$ cat src/rtl/dmem_byte_sequencer_if.sv
// MEM-stage request bus plus byte-wide memory port of the data-memory sequencer.
// master = pipeline/memory side, slave = sequencer.
interface dmem_byte_sequencer_if #(
  parameter int AW = 10
);
  logic          mem_read;
  logic          mem_write;
  logic [AW-1:0] addr;
  logic [31:0]   wdata;
  logic          stall;
  logic [31:0]   rdata;
  logic          rd_valid;
  logic          misalign;
  logic [AW-1:0] byte_addr;
  logic [7:0]    byte_wdata;
  logic          byte_we;
  logic          byte_re;
  logic [7:0]    byte_rdata;

  modport master (
    output mem_read, mem_write, addr, wdata, byte_rdata,
    input  stall, rdata, rd_valid, misalign, byte_addr, byte_wdata, byte_we, byte_re
  );

  modport slave (
    input  mem_read, mem_write, addr, wdata, byte_rdata,
    output stall, rdata, rd_valid, misalign, byte_addr, byte_wdata, byte_we, byte_re
  );
endinterface

$ cat src/rtl/dmem_byte_sequencer.sv
// Splits a 32-bit load/store into four big-endian byte beats on a byte-wide sync memory.
// Store: 4 cycles to DONE, load: 5 cycles; pipeline held via combinational stall.
module dmem_byte_sequencer #(
  parameter int AW = 10
) (
  input  logic                     clk,
  input  logic                     rst_n,
  dmem_byte_sequencer_if.slave     bus
);

  typedef enum logic [2:0] {
    IDLE    = 3'd0,
    WR      = 3'd1,
    RD      = 3'd2,
    RD_LAST = 3'd3,
    DONE    = 3'd4
  } state_t;

  state_t        state_q;
  logic [1:0]    k_q;
  logic [31:0]   wdata_q;
  logic [23:0]   shift_q;
  logic [31:0]   rdata_q;
  logic          rd_valid_q;
  logic          misalign_q;
  logic [AW-1:0] byte_addr_q;
  logic [7:0]    byte_wdata_q;
  logic          byte_we_q;
  logic          byte_re_q;

  logic          req;
  logic [1:0]    k_d;
  logic [AW-1:0] first_addr_d;
  logic [AW-1:0] next_addr_d;
  logic          stall;

  assign req          = bus.mem_read | bus.mem_write;
  assign k_d          = k_q + 2'd1;
  // Beat 0 is the MSB, three bytes below the addressed LSB; wraps modulo 2^AW.
  assign first_addr_d = bus.addr - AW'(3);
  assign next_addr_d  = byte_addr_q + AW'(1);

  always_comb begin
    stall = 1'b1;
    case (state_q)
      IDLE:    stall = req;
      DONE:    stall = 1'b0;
      default: stall = 1'b1;
    endcase
  end

  always_ff @(posedge clk or negedge rst_n) begin
    if (!rst_n) begin
      state_q      <= IDLE;
      k_q          <= 2'd0;
      wdata_q      <= 32'd0;
      shift_q      <= 24'd0;
      rdata_q      <= 32'd0;
      rd_valid_q   <= 1'b0;
      misalign_q   <= 1'b0;
      byte_addr_q  <= '0;
      byte_wdata_q <= 8'd0;
      byte_we_q    <= 1'b0;
      byte_re_q    <= 1'b0;
    end else begin
      misalign_q <= 1'b0;
      rd_valid_q <= 1'b0;
      case (state_q)
        IDLE: begin
          if (req) begin
            k_q         <= 2'd0;
            byte_addr_q <= first_addr_d;
            misalign_q  <= (bus.addr[1:0] != 2'b11);
            if (bus.mem_write) begin
              state_q      <= WR;
              byte_we_q    <= 1'b1;
              byte_wdata_q <= bus.wdata[31:24];
              wdata_q      <= {bus.wdata[23:0], 8'h00};
            end else begin
              state_q   <= RD;
              byte_re_q <= 1'b1;
            end
          end
        end
        WR: begin
          k_q <= k_d;
          if (k_q == 2'd3) begin
            state_q   <= DONE;
            byte_we_q <= 1'b0;
          end else begin
            byte_addr_q  <= next_addr_d;
            byte_wdata_q <= wdata_q[31:24];
            wdata_q      <= {wdata_q[23:0], 8'h00};
          end
        end
        RD: begin
          k_q <= k_d;
          // Memory data lags byte_re by one cycle, so beat k returns the byte of beat k-1.
          if (k_q != 2'd0) begin
            shift_q <= {shift_q[15:0], bus.byte_rdata};
          end
          if (k_q == 2'd3) begin
            state_q   <= RD_LAST;
            byte_re_q <= 1'b0;
          end else begin
            byte_addr_q <= next_addr_d;
          end
        end
        RD_LAST: begin
          rdata_q    <= {shift_q, bus.byte_rdata};
          rd_valid_q <= 1'b1;
          state_q    <= DONE;
        end
        DONE: begin
          state_q <= IDLE;
        end
        default: begin
          state_q <= IDLE;
        end
      endcase
    end
  end

  assign bus.stall      = stall;
  assign bus.rdata      = rdata_q;
  assign bus.rd_valid   = rd_valid_q;
  assign bus.misalign   = misalign_q;
  assign bus.byte_addr  = byte_addr_q;
  assign bus.byte_wdata = byte_wdata_q;
  assign bus.byte_we    = byte_we_q;
  assign bus.byte_re    = byte_re_q;

endmodule

$ cat src/flat_wrapper.sv
// flat-port wrapper written by rule: the top's interface ports become plain ports
module dmem_byte_sequencer_flat 
#(
  parameter int AW = 10
)
  (clk, rst_n, bus_mem_read, bus_mem_write, bus_addr, bus_wdata, bus_byte_rdata, bus_stall, bus_rdata, bus_rd_valid, bus_misalign, bus_byte_addr, bus_byte_wdata, bus_byte_we, bus_byte_re);
  dmem_byte_sequencer_if #(.AW(AW)) bus_i ();
  input  logic clk;
  input  logic rst_n;
  input wire logic [$bits(bus_i.mem_read)-1:0] bus_mem_read;
  input wire logic [$bits(bus_i.mem_write)-1:0] bus_mem_write;
  input wire logic [$bits(bus_i.addr)-1:0] bus_addr;
  input wire logic [$bits(bus_i.wdata)-1:0] bus_wdata;
  input wire logic [$bits(bus_i.byte_rdata)-1:0] bus_byte_rdata;
  output wire logic [$bits(bus_i.stall)-1:0] bus_stall;
  output wire logic [$bits(bus_i.rdata)-1:0] bus_rdata;
  output wire logic [$bits(bus_i.rd_valid)-1:0] bus_rd_valid;
  output wire logic [$bits(bus_i.misalign)-1:0] bus_misalign;
  output wire logic [$bits(bus_i.byte_addr)-1:0] bus_byte_addr;
  output wire logic [$bits(bus_i.byte_wdata)-1:0] bus_byte_wdata;
  output wire logic [$bits(bus_i.byte_we)-1:0] bus_byte_we;
  output wire logic [$bits(bus_i.byte_re)-1:0] bus_byte_re;
  assign bus_i.mem_read = bus_mem_read;
  assign bus_i.mem_write = bus_mem_write;
  assign bus_i.addr = bus_addr;
  assign bus_i.wdata = bus_wdata;
  assign bus_i.byte_rdata = bus_byte_rdata;
  assign bus_stall = bus_i.stall;
  assign bus_rdata = bus_i.rdata;
  assign bus_rd_valid = bus_i.rd_valid;
  assign bus_misalign = bus_i.misalign;
  assign bus_byte_addr = bus_i.byte_addr;
  assign bus_byte_wdata = bus_i.byte_wdata;
  assign bus_byte_we = bus_i.byte_we;
  assign bus_byte_re = bus_i.byte_re;
  dmem_byte_sequencer #(.AW(AW)) u_core (.clk(clk), .rst_n(rst_n), .bus(bus_i));
endmodule
$ cat config.mk
export PLATFORM = sky130hd
export DESIGN_NAME = dmem_byte_sequencer_flat
export DESIGN_NICKNAME = d
export VERILOG_FILES = /design/src/rtl/dmem_byte_sequencer_if.sv /design/src/rtl/dmem_byte_sequencer.sv /design/src/flat_wrapper.sv
export SDC_FILE = /design/constraint.sdc
export NUM_CORES = 1
export LEC_CHECK = 0
export BUFFER_PORTS_ARGS = -buffer_cell sky130_fd_sc_hd__buf_4
export CAP_MARGIN = 30
export CORE_UTILIZATION = 58
export CTS_CLUSTER_SIZE = 40
export DETAILED_ROUTE_END_ITERATION = 16
export PLACE_DENSITY = 0.85
export SETUP_SLACK_MARGIN = 0.2
export SLEW_MARGIN = 25
export SYNTH_ARGS = -nofsm -noshare
export SYNTH_HDL_FRONTEND = slang
export SYNTH_SLANG_ARGS = --single-unit
$ cat constraint.sdc
create_clock -name clk -period 4.4 [get_ports clk]
set_clock_uncertainty 0.15 [all_clocks]
set_input_delay 0.88 -clock clk [delete_from_list [all_inputs] [get_ports clk]]
set_output_delay 0.88 -clock clk [all_outputs]
set_load 0.005 [all_outputs]
==> summary.txt <==
Drt
  • Final ANT Viol Nets: 0
  • WL met2: 4870 um
  • Top routing layer used: met4
  • Drt first pass iters: 4
  • DRC: 0
  • DRT Wirelength: 9960 um
  • Via density per instance: 5.71
  • M1 wire length: 4340 um
  • 1st-iter DRT viols: 165
  • Metal3 WL: 523 um
  • Vias: 3403
  • Routed len/inst: 16.7 um

Setup path
  • Worst Reg2Reg Path Length in Cells: 4
  • Worst reg2reg startpoint: u_core.state_q[1]
  • Crit-path cells: o21ba_2 -> o311ai_2 -> nor2_1 -> a221o_1
  • Reg-to-Reg End: u_core.bus.byte_addr[7]
  • Critical Path Sink: u_core.bus.byte_addr[7]
  • CP Class: flip-flop to flip-flop
  • Worst EP arrival: 2820 ps
  • Crit path required time: 4520 ps
  • Crit Path Max Fanout: 21
  • Slowest CP cell: dfrtp_1
  • Critical Path Sink Type: flip-flop
  • Startpoint types: flip-flop
  • CP max stage delay: 830 ps
  • Flop2flop setup slack: 1710 ps
  • CP startpoint: u_core.state_q[1]

Layout
  • Area Growth Syn to Fin: 23.3%
  • Antenna Cells: 0
  • Commonest non-fill, non-tap cell in the layout: buf_4
  • Most frequent cells in the layout: buf_4, dfrtp_1, mux2_2, o21ai_0, nand2_1
  • Share of layout cells above drive strength 1: 39.3%
  • Final Non-Filler Cells: 596
  • Nets: 547
  • Util after Layout: 74.9%

Pwr
  • Comb power frac: 44.1%
  • Reg power frac: 41.9%
  • Sw Ratio: 37.7%
  • Int Power: 2.66 mW
  • Power Total: 4.27 mW
  • P_sw: 1.61 mW
  • Pwr per Cell Area: 727 nW/um^2
  • Clock network power share: 14.0%
  • Worst vdd ir: 468 uV
  • Leakage Power: 2.86 nW

Synthesis
  • Top_reg_cell synth: dfrtp_1
  • Post-Syn Instances: 388
  • Mapped cell area: 4760 um^2
  • Syn_area_per_cell: 12.3 um^2
  • Warning count from the yosys run: 0
  • Post-synth EDFFs: 0
  • Synth async-reset ratio: 100%
  • Sequential element share of the synthesized area: 56.2%
  • Yosys cell types: 56
  • #FFs+latches synth: 107
  • Syn Nets: 446

Floorplan
  • Starting Density: 60.7%
  • Die width: 92.6 um
  • Die H: 92.6 um
  • IO Pins: 109
  • Die area: 8580 um^2
  • Std-Cell Rows: 32
  • Core area: 7850 um^2

STA
  • WHS: 339 ps
  • Period Utilization, post-route: 61.2%
  • Endpoints failing hold: 0
  • Worst slew pin tran: 903 ps
  • Setup TNS: 0 ps
  • RSZ-0062 raised after global routing: no
  • Final count of negative-setup-slack endpoints: 0
  • Pins Over Slew Limit: 0
  • Max-slew headroom: 39.7%
  • F_max: 371 MHz
  • Tmin final: 2690 ps

Status
  • Status: complete, no violations

Clocking
  • Post-CTS Repair Setup Buffers: 0
  • CTS tree: built
  • Clock Sinks: 107
  • CTS clock-pin slew for the worst setup and hold paths: 110 ps
  • Clock buffer depth: 2
  • Resized cells post-CTS: 0
  • Clk_lat worst skew: 380 ps
  • Num CTS Buffers: 9
  • Htree depth: 3
  • Clock root buffer master: clkbuf_8
  • Hold_buf cts: 0

Place
  • Gpl congestion: 0.853
  • Post-DP HPWL: 7100 um
  • Placed cell count: 580
  • Port bufs: 108

Hold path
  • Hold Crit Class: flip-flop to flip-flop

Global route
  • Initial antenna violation count: 0
  • First-pass GRT wire length: 15900 um
  • Vias in the first global route: 3331
  • Total GRT Usage: 24.2%
  • Pin count of the biggest net entering global routing: 68
  • Grt ovf: 0

Flow run
  • Max-capacitance violation count: 0
[synthesized netlist by cell type, types with 2 or more instances]
library cell  number  area share [%]
a211oi_1           2            0.32
a21o_1             2            0.32
a21oi_1            7            0.74
a22o_1             9             1.7
a311oi_1           2            0.37
and3_1             4            0.53
buf_1              2            0.16
buf_2             16             1.7
clkbuf_1           5            0.39
dfrtp_1          107              56
ha_1               4             1.1
inv_1              7            0.55
mux2_2            56              13
mux2i_1           25             5.3
nand2_1           33             2.6
nand3_1            6            0.63
nor2_1            10            0.79
nor2b_1            3            0.39
nor3_1             7            0.74
nor4b_1            2            0.37
o211ai_1           2            0.32
o21a_1             2            0.32
o21ai_0           35             3.7
or3_1              3            0.39
or4_1              3            0.47
xnor2_1            4            0.74
[metrics by stage]
stage                     worst slack [ps]  area [um^2]
final                                 1710         5870
after global routing                  1510         5870
after CTS                             1720         5870
after detailed placement              1530         5670
after global placement                1650         5650
after floorplan                       2100         4760
[registers in the layout (all words and copies together), names as in the netlist]
signal	flops
u_core.bus.rd_valid	1
u_core.bus.byte_wdata	8
u_core.state_q	3
u_core.bus.byte_re	1
u_core.bus.rdata	32
u_core.bus.byte_we	1
u_core.k_q	2
u_core.bus.byte_addr	10
u_core.bus.misalign	1
u_core.wdata_q	24
u_core.shift_q	24
[worst min path at each step]
| stage | from | to | depth (start not counted) |
|---|---|---|---|
| after detailed placement | u_core.wdata_q[17] | u_core.wdata_q[17] | 2 |
| after global placement | u_core.wdata_q[23] | u_core.wdata_q[23] | 2 |
| after floorplan | u_core.wdata_q[16] | u_core.wdata_q[16] | 2 |
| after CTS | u_core.bus.byte_wdata[0] | u_core.bus.byte_wdata[0] | 2 |
| final | u_core.bus.byte_wdata[0] | u_core.bus.byte_wdata[0] | 2 |
| after global routing | u_core.wdata_q[20] | u_core.wdata_q[20] | 2 |
[power groups by stage]
stage          Clock (mW)  Combinational, mW  Sequential (mW)
2_1_floorplan           0               1.26             1.69
3_3_place_gp            0               1.75             1.77
3_5_place_dp            0               1.90             1.80
4_1_cts             0.607               1.90             1.79
5_1_grt             0.636               2.07             1.84
6_report            0.596               1.88             1.79
[worst max-delay path, delay by kind of cell (launching register included)]
kind	cells	cell delay, ps
AOI/OAI and AO/OA	3	1410
DFF	1	830
and+or+nand+nor	1	200
[cells by family (layout without fill, tap and decap cells)]
kind of cell / count (synthesis) / count (layout) / share of synthesized area (%)
simple gates: 79 / 79 / 8.54
mux: 81 / 81 / 18.5
xor+xnor: 6 / 6 / 1.26
fa+ha+maj: 4 / 4 / 1.05
flops: 107 / 107 / 56.2
compound gates: 80 / 80 / 11.4
buf+inv: 31 / 137 / 3.02
[layout make-up]
cell class	count	area, um^2
Fill cell	528	1970
Timing Repair Buffer	114	876
Sequential cell	107	2680
Clock buffer	9	124
Inverter	7	26.3
Multi-Input combinational cell	250	1970
Clock inverter	7	76.3
Tap cell	102	128
[layer usage]
layer | track usage, % | vias up
li1 | - | 1609
met1 | 32.1 | 1656
met2 | 38.4 | 117
met3 | 5.91 | 21
met4 | 10.0 | 0
met5 | 0 | -
No activity file was read; power rests on OpenSTA's default activity.
